<file path="src/rtl/diff_stats_pkg.sv">
// Shared types and constants for the window statistics block.
package diff_stats_pkg;

  typedef enum logic {
    ACCUM = 1'b0,
    HOLD  = 1'b1
  } state_t;

  // Sample limits for the default 5-bit signed difference.
  localparam int DIFF_W_DEF = 5;
  localparam logic signed [DIFF_W_DEF-1:0] DIFF_MAX = 5'sd15;
  localparam logic signed [DIFF_W_DEF-1:0] DIFF_MIN = -5'sd16;

  localparam int ACC_W_DEF = 10;

  // Saturating add at the default accumulator width; returns {sat_flag, result}.
  function automatic logic [ACC_W_DEF:0] sat_add(input logic [ACC_W_DEF-1:0] acc,
                                                 input logic [ACC_W_DEF-1:0] sext_diff);
    logic [ACC_W_DEF:0] full;
    full = {acc[ACC_W_DEF-1], acc} + {sext_diff[ACC_W_DEF-1], sext_diff};
    if (full[ACC_W_DEF] != full[ACC_W_DEF-1]) begin
      return {1'b1, full[ACC_W_DEF], {(ACC_W_DEF-1){~full[ACC_W_DEF]}}};
    end
    return {1'b0, full[ACC_W_DEF-1:0]};
  endfunction

endpackage

</file>
<file path="src/rtl/sat_add_signed.sv">
// Combinational W-bit two's complement adder clamping to the representable range.
module sat_add_signed #(
  parameter int W = 10
) (
  input  logic [W-1:0] a_i,
  input  logic [W-1:0] b_i,
  output logic [W-1:0] sum_o,
  output logic         sat_o
);

  logic [W:0] full;

  // One extra bit catches overflow; its sign selects the clamp direction.
  always_comb begin
    full = {a_i[W-1], a_i} + {b_i[W-1], b_i};
    sat_o = (full[W] != full[W-1]);
    if (sat_o) begin
      sum_o = {full[W], {(W-1){~full[W]}}};
    end else begin
      sum_o = full[W-1:0];
    end
  end

endmodule

</file>
<file path="src/rtl/diff_window_accum.sv">
// Collects WIN_LEN signed differences and presents sum/min/max/negative-count
// for each window, held until the downstream consumer takes it.
module diff_window_accum
  import diff_stats_pkg::*;
#(
  parameter int DIFF_W  = 5,
  parameter int ACC_W   = 10,
  parameter int WIN_LEN = 8,
  parameter int CNT_W   = 4
) (
  input  logic              clk,
  input  logic              rst_n,
  input  logic              clr,
  input  logic              in_valid,
  output logic              in_ready,
  input  logic [DIFF_W-1:0] in_diff,
  output logic              out_valid,
  input  logic              out_ready,
  output logic [ACC_W-1:0]  out_sum,
  output logic [DIFF_W-1:0] out_min,
  output logic [DIFF_W-1:0] out_max,
  output logic [CNT_W-1:0]  out_neg_cnt,
  output logic              out_ovf
);

  state_t state_q, state_d;

  logic        [CNT_W-1:0]  cnt_q, cnt_d;
  logic        [CNT_W-1:0]  neg_q, neg_d;
  logic        [ACC_W-1:0]  acc_q, acc_d;
  logic signed [DIFF_W-1:0] min_q, min_d;
  logic signed [DIFF_W-1:0] max_q, max_d;
  logic                     ovf_q, ovf_d;

  logic [ACC_W-1:0]  osum_q, osum_d;
  logic [DIFF_W-1:0] omin_q, omin_d;
  logic [DIFF_W-1:0] omax_q, omax_d;
  logic [CNT_W-1:0]  oneg_q, oneg_d;
  logic              oovf_q, oovf_d;

  logic signed [DIFF_W-1:0] diff_s;
  logic        [ACC_W-1:0]  diff_sext;
  logic        [ACC_W-1:0]  acc_sum;
  logic                     acc_sat;
  logic signed [DIFF_W-1:0] min_nxt, max_nxt;
  logic        [CNT_W-1:0]  neg_nxt;
  logic                     first, last;

  assign diff_s    = $signed(in_diff);
  assign diff_sext = {{(ACC_W-DIFF_W){in_diff[DIFF_W-1]}}, in_diff};

  sat_add_signed #(.W(ACC_W)) u_sat_add (
    .a_i   (acc_q),
    .b_i   (diff_sext),
    .sum_o (acc_sum),
    .sat_o (acc_sat)
  );

  // Per-sample statistic candidates; the first sample of a window seeds min/max.
  always_comb begin
    first   = (cnt_q == '0);
    last    = (cnt_q == CNT_W'(WIN_LEN - 1));
    min_nxt = (first || diff_s < min_q) ? diff_s : min_q;
    max_nxt = (first || diff_s > max_q) ? diff_s : max_q;
    neg_nxt = neg_q + CNT_W'(in_diff[DIFF_W-1]);
  end

  // Next-state logic: clr outranks accept/take and leaves the published result alone.
  always_comb begin
    state_d = state_q;
    cnt_d   = cnt_q;
    neg_d   = neg_q;
    acc_d   = acc_q;
    min_d   = min_q;
    max_d   = max_q;
    ovf_d   = ovf_q;
    osum_d  = osum_q;
    omin_d  = omin_q;
    omax_d  = omax_q;
    oneg_d  = oneg_q;
    oovf_d  = oovf_q;
    in_ready  = (state_q == ACCUM);
    out_valid = (state_q == HOLD);

    if (clr) begin
      state_d = ACCUM;
      cnt_d   = '0;
      neg_d   = '0;
      acc_d   = '0;
      min_d   = '0;
      max_d   = '0;
      ovf_d   = 1'b0;
    end else begin
      case (state_q)
        ACCUM: begin
          if (in_valid) begin
            if (last) begin
              osum_d  = acc_sum;
              omin_d  = min_nxt;
              omax_d  = max_nxt;
              oneg_d  = neg_nxt;
              oovf_d  = ovf_q | acc_sat;
              cnt_d   = '0;
              neg_d   = '0;
              acc_d   = '0;
              min_d   = '0;
              max_d   = '0;
              ovf_d   = 1'b0;
              state_d = HOLD;
            end else begin
              acc_d = acc_sum;
              ovf_d = ovf_q | acc_sat;
              min_d = min_nxt;
              max_d = max_nxt;
              neg_d = neg_nxt;
              cnt_d = cnt_q + 1'b1;
            end
          end
        end
        HOLD: begin
          if (out_ready) begin
            state_d = ACCUM;
          end
        end
        default: state_d = ACCUM;
      endcase
    end
  end

  // State and statistics registers with synchronous active-low reset.
  always_ff @(posedge clk) begin
    if (!rst_n) begin
      state_q <= ACCUM;
      cnt_q   <= '0;
      neg_q   <= '0;
      acc_q   <= '0;
      min_q   <= '0;
      max_q   <= '0;
      ovf_q   <= 1'b0;
      osum_q  <= '0;
      omin_q  <= '0;
      omax_q  <= '0;
      oneg_q  <= '0;
      oovf_q  <= 1'b0;
    end else begin
      state_q <= state_d;
      cnt_q   <= cnt_d;
      neg_q   <= neg_d;
      acc_q   <= acc_d;
      min_q   <= min_d;
      max_q   <= max_d;
      ovf_q   <= ovf_d;
      osum_q  <= osum_d;
      omin_q  <= omin_d;
      omax_q  <= omax_d;
      oneg_q  <= oneg_d;
      oovf_q  <= oovf_d;
    end
  end

  assign out_sum     = osum_q;
  assign out_min     = omin_q;
  assign out_max     = omax_q;
  assign out_neg_cnt = oneg_q;
  assign out_ovf     = oovf_q;

endmodule

</file>
<file path="config.mk">
export PLATFORM = sky130hd
export DESIGN_NAME = diff_window_accum
export DESIGN_NICKNAME = d
export VERILOG_FILES = /design/src/rtl/diff_stats_pkg.sv /design/src/rtl/sat_add_signed.sv /design/src/rtl/diff_window_accum.sv
export SDC_FILE = /design/constraint.sdc
export NUM_CORES = 1
export LEC_CHECK = 0
export ABC_AREA = 1
export CAP_MARGIN = 20
export CORE_ASPECT_RATIO = 1.5
export CORE_UTILIZATION = 45
export DETAILED_ROUTE_END_ITERATION = 7
export HOLD_SLACK_MARGIN = 0.06
export PLACE_DENSITY = 0.66
export SLEW_MARGIN = 0
export SYNTH_ARGS = -nofsm -noshare
export SYNTH_HDL_FRONTEND = slang
export SYNTH_SLANG_ARGS = --single-unit
</file>
<file path="constraint.sdc">
create_clock -name clk -period 4.8 [get_ports clk]
set_input_delay 1.44 -clock clk [delete_from_list [all_inputs] [get_ports clk]]
set_output_delay 1.44 -clock clk [all_outputs]
set_load 0.005 [all_outputs]
</file>
Word-level counts from Yosys, hierarchy flattened
Index checks and enable logic that the tools add are counted.
{ "word_totals": {"ff_bits": 55, "output_inout_bits": 27} }
{ "op_classes": {"n_addsub": 3, "order_cmp": 2, "n_eq_ne": 2, "muxes": 13, "bitwise_logic": 5, "n_reduce_logical": 6} }
{ "op_table": {"columns": ["cell", "count"], "rows": [
  ["$mux 10", 2],
  ["$mux 5", 4],
  ["$add 10x5->11", 1],
  ["$mux 4", 2],
  ["$gt 5x5->1", 1],
  ["$lt 5x5->1", 1],
  ["$add 4x1->4", 1],
  ["$add 4x1->4 const B", 1],
  ["$eq 4x3->1 const B", 1],
  ["$logic_not 4->1", 1],
  ["$mux 1", 4],
  ["$not 1->1", 4],
  ["$reduce_and 4->1", 1],
  ["$logic_or 1x1->1", 2],
  ["$pmux 1 s2", 1],
  ["$reduce_and 2->1", 1],
  ["$reduce_or 2->1", 1],
  ["$ne 1x1->1", 1],
  ["$or 1x1->1", 1]
]} }

Longest topological paths before layout
Gate-level depths: netlist of the first run.
{ "depth": {"word_depth": 4, "depth_mapped": 15, "mapped_depth_nobuf": 15} }

By module
From an unflattened synthesis of the first run, not the netlist that was laid out.
{ "hier_totals": {"hier_cells": 462, "hier_area_um2": 3235.6} }
{ "by_module_without_submodules": {"columns": ["module", "instances", "cells_per_inst", "area_per_inst_um2", "seq_area_each_um2"], "rows": [
  ["diff_window_accum", 1, 344, 2606.2, 1101.1],
  ["sat_add_signed", 1, 118, 629.4, 0.0]
]} }

Worst setup path after synthesis of the first run
No wires, ideal clock.
{ "synth_timing": {"kind": "input to register", "start": "input port in_diff[0]", "end": "register osum_q[1], in the netlist out_sum[1]", "t_arrival_ns": 2.842, "required_ns": 4.686, "slack_ns": 1.844, "stages": 11, "path_buffers": 1, "path_cell_list": "ha_1 > fa_1 > nand3_2 > nand4_1 > nand2_2 > nand2_2 > buf_6 > nand2_1 > nand2_1 > o21bai_1 > inv_1"} }
{ "synth_between": {"elab_chain_cells": 3, "word_cells_on_any_way": 4, "cone_classes": "add/sub: 1; eq/ne: 1; mux: 1; bitwise: 1"} }
{ "synth_rtl": {"columns": ["item", "line_no", "source"], "rows": [
  ["start, declared", "diff_window_accum.sv:16", "input logic [DIFF_W-1:0] in_diff,"],
  ["$add 10x5->11 *", "sat_add_signed.sv:15", "full = {a_i[W-1], a_i} + {b_i[W-1], b_i};"],
  ["$ne 1x1->1 / $not 1->1 (equally long branches)", "sat_add_signed.sv:16, sat_add_signed.sv:18", null],
  ["$mux 10 *", "sat_add_signed.sv:17", "if (sat_o) begin"],
  ["end signal, assigned", "diff_window_accum.sv:153", "osum_q <= osum_d;"],
  ["end, declared", "diff_window_accum.sv:35", "logic [ACC_W-1:0] osum_q, osum_d;"]
]} }
Every way passes the cells marked *; elsewhere a longest branch is shown, timed or not.
A chain may end at the register's enable or synchronous reset.

Worst setup path in the final report of the first run
{ "layout_timing": {"start": "input port in_diff[4]", "end": "register osum_q[1], in the netlist out_sum[1]"} }
The elaborated chain is that of the path after synthesis.

==> metrics, run 1 <==
Placeable Area=between 0.006 and 0.007 mm^2; synth top area cells=dfxtp_1 35%, nand2_1 16%, ha_1 9.1%, inv_1 7.0%, a21oi_1 5.5%; Post-CTS Setup Bufs=0; post-synth net total=~490; Slew Limit Headroom=0.453; slowest cell delay on critical path=between 0.6 and 0.7 ns; post-place instance area=about 0.0036 mm^2; synthesis-to-finish area growth=16.6%; vias in the first global route=around 2800; largest net degree at the start of global routing=26; DR pass1 iterations=6; wire length per cell=13.0 um; CTS root buf=clkbuf_8; startpoint class of the critical path=input pin; nets=about 520; Least-Margin Pin Slew=slightly above 0.8 ns; final period utilization=0.729; RSZ-0062 raised after global routing=false; Final WS setup=roughly 1.3 ns; via total after detailed routing=around 3000; initial antenna violation count=0; Inserted Diodes=0; Arr. time, crit path=approximately 3.7 ns; final core occ=0.539; Sum Neg Setup Slack=0 ns; r2r endpoint=out_sum[8]$_SDFFE_PN0P_; delay-heaviest family, CP=simple AND/OR/NAND/NOR gates; IO Pins=37; final std cells w/o fill=roughly 570; crit path max fanout=11; pre-CTS WS=approximately 0.94 ns; crit path time final=3.50 ns; Async SR Flop Fraction=0; failing checks=DRC; Post-synth top cells=131 x nand2_1, 59 x inv_1, 55 x dfxtp_1, 35 x a21oi_1, 31 x nand3_1; HP Start=min_q[4]$_SDFFE_PP0P_; die width=around 70 um; Yosys warning count=0; CTS clk-pin slew, worst paths=~0.1 ns; Setup Skew=0.0134 ns; CTS tree=done; Synth Instances=455; worst flop-to-flop path startpoint=out_valid$_SDFF_PP0_; layout cells sized above 1=0.0592; hold endpoint=min_q[4]$_SDFFE_PP0P_; FP Rows=37; Yosys reg bits=55; Mapped Avg Cell Area=approximately 7.0 um^2; worst hold path stage count=2; htree depth=2; Port-buffer cells=36; GRT Residual Overflow=0; top_reg_cell synth=dfxtp_1; initial DRC count=around 140; maximum vdd drop=~130 uV; clock sink total=55; Most Frequent Cell on Critical Path=nand2_1; number of flops mapped to enable cells by yosys=0; placed cell count=560; CTS Hold Bufs=0; status=complete, but fails checks; Die H=roughly 100 um; MaxCap Viol Count=0; Initial Util=0.462; final instance area=0.00369 mm^2; Seq/Total Area, Yosys=0.348; Crit path required time=roughly 5.0 ns; Fmax=between 200 and 300 MHz; Worst setup EP type=register; Tot Pwr=~0.92 mW; # DRC=4; top-count cell post-synth=nand2_1; cells along the critical path=clkdlybuf4s50_1 -> ha_1 -> nand2_1 -> nor2_2 -> nand3_2 -> nand3_1 -> nand2_1 -> nand2_1 -> nand2_2 -> nand2_1 -> nand2_1 -> o21bai_1 -> inv_1; first-pass GRT wire length=approximately 13000 um; number of gates resized after cts=0; largest area contributor in the netlist=dfxtp_1; P_leak=~1.8 nW; hold_ws=approximately 0.47 ns; Post-Syn Area=roughly 0.0032 mm^2; Crit Path Class=input pin to register; hpwl dp=~5800 um; Yosys top cell area share=0.348; Slowest cell on crit path=clkdlybuf4s50_1; Hold Vio Cnt, Final=0; post-synthesis cell type count=31; Worst R2R Path Depth=8; Worst Hold Class=register to register; gp weighted congestion=0.830; antenna viol nets, final=0; Num CTS Buffers=5; final setup fails=0; PD cells=about 250 mW/mm^2; Total Routed Length=7410 um; via/cell ratio=5.17; CTS Buffer Depth=2; Worst Path Buf+Inv=2; later-pin clock latency in the skew report=0.31 ns; DIE AREA=around 0.0074 mm^2; r2r setup slk=roughly 2.5 ns; gr usage total=0.214; Slew Viols, Final=0
worst min-delay path, delay by kind of cell (launching register included):
family	cells	cell delay, ns
simple gates	1	0.06
compound gates	1	0.06
flops	1	0.32
how the worst max path moves through the flow:
stage	start	endpoint	slack, ns	depth (start not counted)
2_1_floorplan	in_diff[0]	out_sum[1]$_SDFFE_PN0P_	1.84	11
3_3_place_gp	in_diff[4]	out_sum[6]$_SDFFE_PN0P_	0.95	13
5_1_grt	in_diff[4]	acc_q[7]$_SDFFE_PP0P_	1.05	15
4_1_cts	in_diff[4]	out_sum[6]$_SDFFE_PN0P_	1.29	13
3_5_place_dp	in_diff[4]	out_sum[6]$_SDFFE_PN0P_	0.94	13
6_report	in_diff[4]	out_sum[1]$_SDFFE_PN0P_	1.30	13
state kept, by name (all words and copies together), names as in the netlist:
register     flops
acc_q           10
ovf_q            1
out_valid        1
out_min          5
cnt_q            4
out_max          5
out_sum         10
neg_q            4
min_q            5
out_ovf          1
out_neg_cnt      4
max_q            5
power breakdown:
part	switching (mW)	internal (mW)	leakage (nW)	total, mW
logic	0.118	0.0629	1.33	0.181
registers	0.00670	0.466	0.445	0.472
clock network	0.158	0.107	0.0452	0.264
total	0.282	0.635	1.82	0.917
area by class of cell:
type	instances	area (um^2)
fill	677	3160
timing repair buffer	42	405
sequential	55	1100
multi-input combinational	325	1770
tap	78	97.6
clock buffer	5	68.8
clock inverter	3	25.0
inverter	60	225
layout by cell type (no fill, tap or decap), drive strengths merged, types with 6 or more instances in the layout:
master,count
ha,23
nand4,7
a21oi,38
clkdlybuf4s50,36
a21o,11
buf,6
nand3,34
o21bai,9
inv,61
nand2,135
dfxtp,55
o21ai,28
nor2,22
routing by layer:
| layer | track usage | routed length [um] | vias up |
|---|---|---|---|
| met5 | 0 | 0 | - |
| met4 | 0.0700 | 91 | 0 |
| met2 | 0.413 | 4060 | 53 |
| li1 | - | - | 1539 |
| met3 | 0.0289 | 210 | 8 |
| met1 | 0.234 | 3050 | 1334 |
logic make-up after synthesis:
logic type,count (synthesis),synth area share
AND/OR/NAND/NOR,203,0.275
AO/OA/AOI/OAI,91,0.167
buffers and inverters,75,0.0933
flip-flops,55,0.348
adder cells (fa/ha/maj),24,0.0972
XOR/XNOR,7,0.0194
Note: power is estimated with default switching activity, not from simulation.
==> run 2, diff against run 1 <==
==> constraint.sdc (replaced) <==
create_clock -name clk -period 3.5 [get_ports clk]
set_input_delay 1.05 -clock clk [delete_from_list [all_inputs] [get_ports clk]]
set_output_delay 1.05 -clock clk [all_outputs]
set_load 0.005 [all_outputs]
==> run 2 against run 1 <==
  * The run still ends with DRC left
  * First-iteration DRC count is 15% higher
  * Hold slack worse by 0.0048 ns
  * Combinational power is 47% higher
  * Sequential power is 37% higher
  * Via count is 0.68% higher
  * Utilization is 1.3 points higher
  * Global-route usage is 0.60 points higher
  * Routed wire length is 5.5% higher
  * Total power is 47% higher
  * Sequential share of layout area is 0.68 points lower
  * Critical path type unchanged
  * Largest cell class unchanged
  * Largest power group unchanged
  * Highest routed layer unchanged
==> metrics, run 2 (synthesis gave the netlist of run 1 again) <==
CTS clk-pin slew, worst paths=between 0.1 and 0.15 ns; final period utilization=0.852; placed cell count=around 570; CP startpoint=in_diff[4]; later-pin clock latency in the skew report=a little over 0.3 ns; hold_ws=0.468 ns; vias in the first global route=2755; gr usage total=0.220; synthesis-to-finish area growth=19.4%; r2r endpoint=out_sum[6]$_SDFFE_PN0P_; final std cells w/o fill=roughly 580; crit path max fanout=11; status=complete, but fails checks; via/cell ratio=5.14; initial DRC count=around 160; Total Routed Length=7820 um; Crit path required time=3.75 ns; wire length per cell=~14 um; fillers=between 700 and 800; via total after detailed routing=2954; crit path time final=between 2 and 3 ns; Die H=105 um; Port-buffer cells=36; Sum Neg Setup Slack=0 ns; CTS tree=done; Setup Skew=about 0.012 ns; most common cell after layout, fill and taps aside=nand2_1; RSZ-0062 raised after global routing=false; largest net degree at the start of global routing=40; Fmax=approximately 340 MHz; DR pass1 iterations=6; Slew Limit Headroom=0.731; CTS root buf=clkbuf_8; nets=530; PD cells=about 360 mW/mm^2; GRT Residual Overflow=0; Initial Util=0.462; Placeable Area=slightly below 0.007 mm^2; die width=70.5 um; htree depth=2; CTS Buffer Depth=2; IO Pins=37; Hold Vio Cnt, Final=0; failing checks=DRC; DIE AREA=roughly 0.0074 mm^2; number of gates resized after cts=0; hpwl dp=about 5700 um; Tot Pwr=1.35 mW; gp weighted congestion=between 0.8 and 0.9; Worst Hold Class=register to register; CTS Hold Bufs=0; worst flop-to-flop path startpoint=cnt_q[0]$_SDFFE_PP0P_; final setup fails=0; # DRC=4; clock sink total=55; Worst setup endpoint=acc_q[3]$_SDFFE_PP0P_; FP Rows=37; commonest cells after routing, fill and taps aside=131 x nand2_1, 59 x inv_1, 55 x dfxtp_1; Worst setup EP type=register; Inserted Diodes=0; first-pass GRT wire length=approximately 13000 um; Worst R2R Path Depth=9; Least-Margin Pin Slew=roughly 0.4 ns; Arr. time, crit path=approximately 3.2 ns; MaxCap Viol Count=0; layout cells sized above 1=0.0724; Slew Viols, Final=0; r2r setup slk=around 1.5 ns; Num CTS Buffers=5; Post-CTS Setup Bufs=0; P_leak=~1.9 nW; initial antenna violation count=0; antenna viol nets, final=0; startpoint class of the critical path=input pin; Crit Path Class=input pin to register; maximum vdd drop=240 uV
run 2: layout make-up:
type,instances,area (um^2),area share
flip-flops and latches,55,1100,0.291
well taps,78,97.6,0.0258
inverters,60,225,0.0596
multi-input cells,325,1770,0.468
clock inverters,3,46.3,0.0123
repair buffers,49,470,0.125
clock buffers,5,68.8,0.0182
run 2: critical path: stages:
cell and delay, ns:
clkdlybuf4s50_1 0.45, buf_12 0.17, ha_1 0.36, nand2_1 0.12
inv_1 0.06, a21oi_2 0.21, nand3_1 0.13, nand2_1 0.08
nand2_1 0.06, nand2_2 0.17, nand2_1 0.08, nand2_1 0.10
nand2_1 0.06, a21oi_1 0.14
run 2: per-layer routing:
| metal | global-route usage | wire [um] | share of wire | up-vias |
|---|---|---|---|---|
| met3 | 0.0251 | 232 | 0.030 | 12 |
| met4 | 0.0860 | 161 | 0.021 | 0 |
| met2 | 0.422 | 4180 | 0.53 | 60 |
| met5 | 0 | 0 | 0 | - |
| li1 | - | - | - | 1547 |
| met1 | 0.240 | 3250 | 0.42 | 1335 |
run 2: per-stage QoR:
step / cell area (um^2) / setup WS, ns / util
2_1_floorplan: 3170 / 0.934 / -
6_report: 3780 / 0.518 / 0.551
3_5_place_dp: 3660 / 0.181 / 0.535
3_3_place_gp: 3660 / 0.213 / 0.535
4_1_cts: 3780 / 0.518 / 0.551
5_1_grt: 3780 / 0.280 / 0.551
run 2: power by group:
part | total, mW | leakage, nW | switching (mW) | internal [mW]
combinational | 0.266 | 1.37 | 0.168 | 0.0980
clock | 0.435 | 0.0548 | 0.219 | 0.216
sequential | 0.648 | 0.445 | 0.00931 | 0.638
run 2: worst min path at each step:
stage	end	cells past startpoint	from	slack [ns]
final	out_neg_cnt[2]$_SDFFE_PN0P_	2	out_neg_cnt[2]$_SDFFE_PN0P_	0.47
after global routing	out_neg_cnt[2]$_SDFFE_PN0P_	2	out_neg_cnt[2]$_SDFFE_PN0P_	0.49
after CTS	min_q[0]$_SDFFE_PP0P_	2	min_q[0]$_SDFFE_PP0P_	0.47
after detailed placement	min_q[0]$_SDFFE_PP0P_	2	min_q[0]$_SDFFE_PP0P_	0.46
after global placement	out_neg_cnt[2]$_SDFFE_PN0P_	2	out_neg_cnt[2]$_SDFFE_PN0P_	0.45
after floorplan	cnt_q[2]$_SDFFE_PP0P_	1	cnt_q[2]$_SDFFE_PP0P_	0.43
==> run 3, diff against run 2 <==
--- a/config.mk
+++ b/config.mk
@@ -11,7 +11,8 @@
 export CORE_UTILIZATION = 45
 export DETAILED_ROUTE_END_ITERATION = 7
 export HOLD_SLACK_MARGIN = 0.06
-export PLACE_DENSITY = 0.66
+export PLACE_DENSITY_LB_ADDON = 0.2
+export SKIP_CTS_REPAIR_TIMING = 1
 export SLEW_MARGIN = 0
 export SYNTH_ARGS = -nofsm -noshare
 export SYNTH_HDL_FRONTEND = slang
==> constraint.sdc (replaced) <==
create_clock -name clk -period 3.3 [get_ports clk]
set_input_delay 0.99 -clock clk [delete_from_list [all_inputs] [get_ports clk]]
set_output_delay 0.99 -clock clk [all_outputs]
set_load 0.005 [all_outputs]
==> run 3 against run 2 <==
  * The flow still finishes with violations (DRC)
  * Via count is 2.5% higher
  * Sequential share of layout area decreased by 0.43 points
  * Count of clock-buffer cells in the layout increased by 1
  * Sequential power up 5.9%
  * Utilization grew 0.82 points
  * Highest routed layer unchanged
==> metrics, run 3 (synthesis gave the netlist of run 1 again) <==
status=complete, but fails checks; failing checks=DRC; DR pass1 iterations=6; vias in the first global route=about 3000; die width=70.5 um; Tot Pwr=roughly 1.4 mW; FP Rows=37; Final WS setup=between 0.3 and 0.4 ns; slowest cell delay on critical path=between 0.3 and 0.4 ns; first-pass GRT wire length=between 10000 and 15000 um; Slowest cell on crit path=clkdlybuf4s50_1; r2r setup slk=roughly 1.3 ns; Inserted Diodes=0; Arr. time, crit path=3.22 ns; # DRC=7; MaxCap Viol Count=0; GRT Residual Overflow=0; crit path time final=between 2 and 3 ns; hpwl dp=5990 um; Worst setup EP type=register; Port-buffer cells=36; pre-CTS WS=about 0.036 ns; Setup Skew=about 0.012 ns; most common cell after layout, fill and taps aside=nand2_1; gr usage total=0.229; crit path max fanout=11; largest net degree at the start of global routing=25; final period utilization=0.901; Total Routed Length=a little under 8000 um; later-pin clock latency in the skew report=0.31 ns; CTS Buffer Depth=2; Crit Path Class=input pin to register; P_leak=between 1.5 and 2 nW; CTS clk-pin slew, worst paths=roughly 0.10 ns; initial DRC count=roughly 120; Num CTS Buffers=5; layout cells sized above 1=0.0851; Fmax=about 340 MHz; wire length per cell=13.5 um; initial antenna violation count=0; final setup fails=0; nets=roughly 540; PD cells=around 370 mW/mm^2; Die H=~100 um; Most Frequent Cell on Critical Path=nand2_1; Placeable Area=a little under 0.007 mm^2; Least-Margin Pin Slew=around 0.5 ns; CTS root buf=clkbuf_8; Sum Neg Setup Slack=0 ns; IO Pins=37; htree depth=2; antenna viol nets, final=0; Slew Viols, Final=0; via total after detailed routing=3027; CTS tree=done; Worst Hold Class=register to register; clock sink total=55; DIE AREA=~0.0074 mm^2; RSZ-0062 raised after global routing=false; Slew Limit Headroom=0.661; via/cell ratio=between 5 and 6; synthesis-to-finish area growth=21.1%; Initial Util=0.462; gp weighted congestion=0.836; commonest cells after routing, fill and taps aside=131 x nand2_1, 59 x inv_1, 55 x dfxtp_1; startpoint class of the critical path=input pin; Hold Vio Cnt, Final=0; Crit path required time=between 3 and 4 ns; cells along the critical path=clkdlybuf4s50_1 -> buf_4 -> ha_1 -> a21oi_1 -> nand2_1 -> nand2_1 -> nand3_1 -> nand2_1 -> nand2_1 -> nand2_2 -> nand2_1 -> nand2_1 -> nand2_1 -> a21oi_1; maximum vdd drop=between 200 and 300 uV
-- run 3: per-layer routing --
metal  GRT usage  vias to the layer above  wire [um]  share of wire
li1            -                     1566          -              -
met1       0.240                     1387       3150           0.40
met2       0.449                       55       4300           0.55
met3      0.0280                       19        195          0.025
met4      0.0904                        0        222          0.028
met5           0                        -          0              0
-- run 3: worst max-delay path: cells and delay by family --
kind	cells	cell delay, ns
AND/OR/NAND/NOR	9	0.92
buffers and inverters	2	0.57
adder cells (fa/ha/maj)	1	0.37
AO/OA/AOI/OAI	2	0.34
-- run 3: final timing paths --
kind	start	end	cells past startpoint
setup / recovery	in_diff[4]	acc_q[3]$_SDFFE_PP0P_	14
hold / removal	max_q[2]$_SDFFE_PP0P_	max_q[2]$_SDFFE_PP0P_	2
setup reg to reg	acc_q[4]$_SDFFE_PP0P_	acc_q[3]$_SDFFE_PP0P_	12
hold reg to reg	max_q[2]$_SDFFE_PP0P_	max_q[2]$_SDFFE_PP0P_	2
-- run 3: final cells by class --
cell class                 count  area (um^2)
sequential                    55         1100
tap                           78         97.6
multi-input combinational    325         1770
inverter                      60          225
clock buffer                   6         72.6
clock inverter                 2         38.8
timing repair buffer          57          531
fill                         687         3020
-- run 3: per-stage QoR --
stage / area [um^2] / instances / hold WS [ns] / util
after global routing: 3830 / 583 / 0.486 / 0.560
final: 3830 / 583 / 0.471 / 0.560
after CTS: 3830 / 583 / 0.473 / 0.560
after global placement: 3720 / 575 / 0.454 / 0.543
after floorplan: 3170 / 455 / 0.435 / -
after detailed placement: 3720 / 575 / 0.458 / 0.543
-- run 3: power breakdown --
part	switching (mW)	internal, mW	leakage (nW)
logic	0.183	0.111	1.41
clock network	0.220	0.230	0.0558
registers	0.00895	0.677	0.445
total	0.412	1.02	1.91
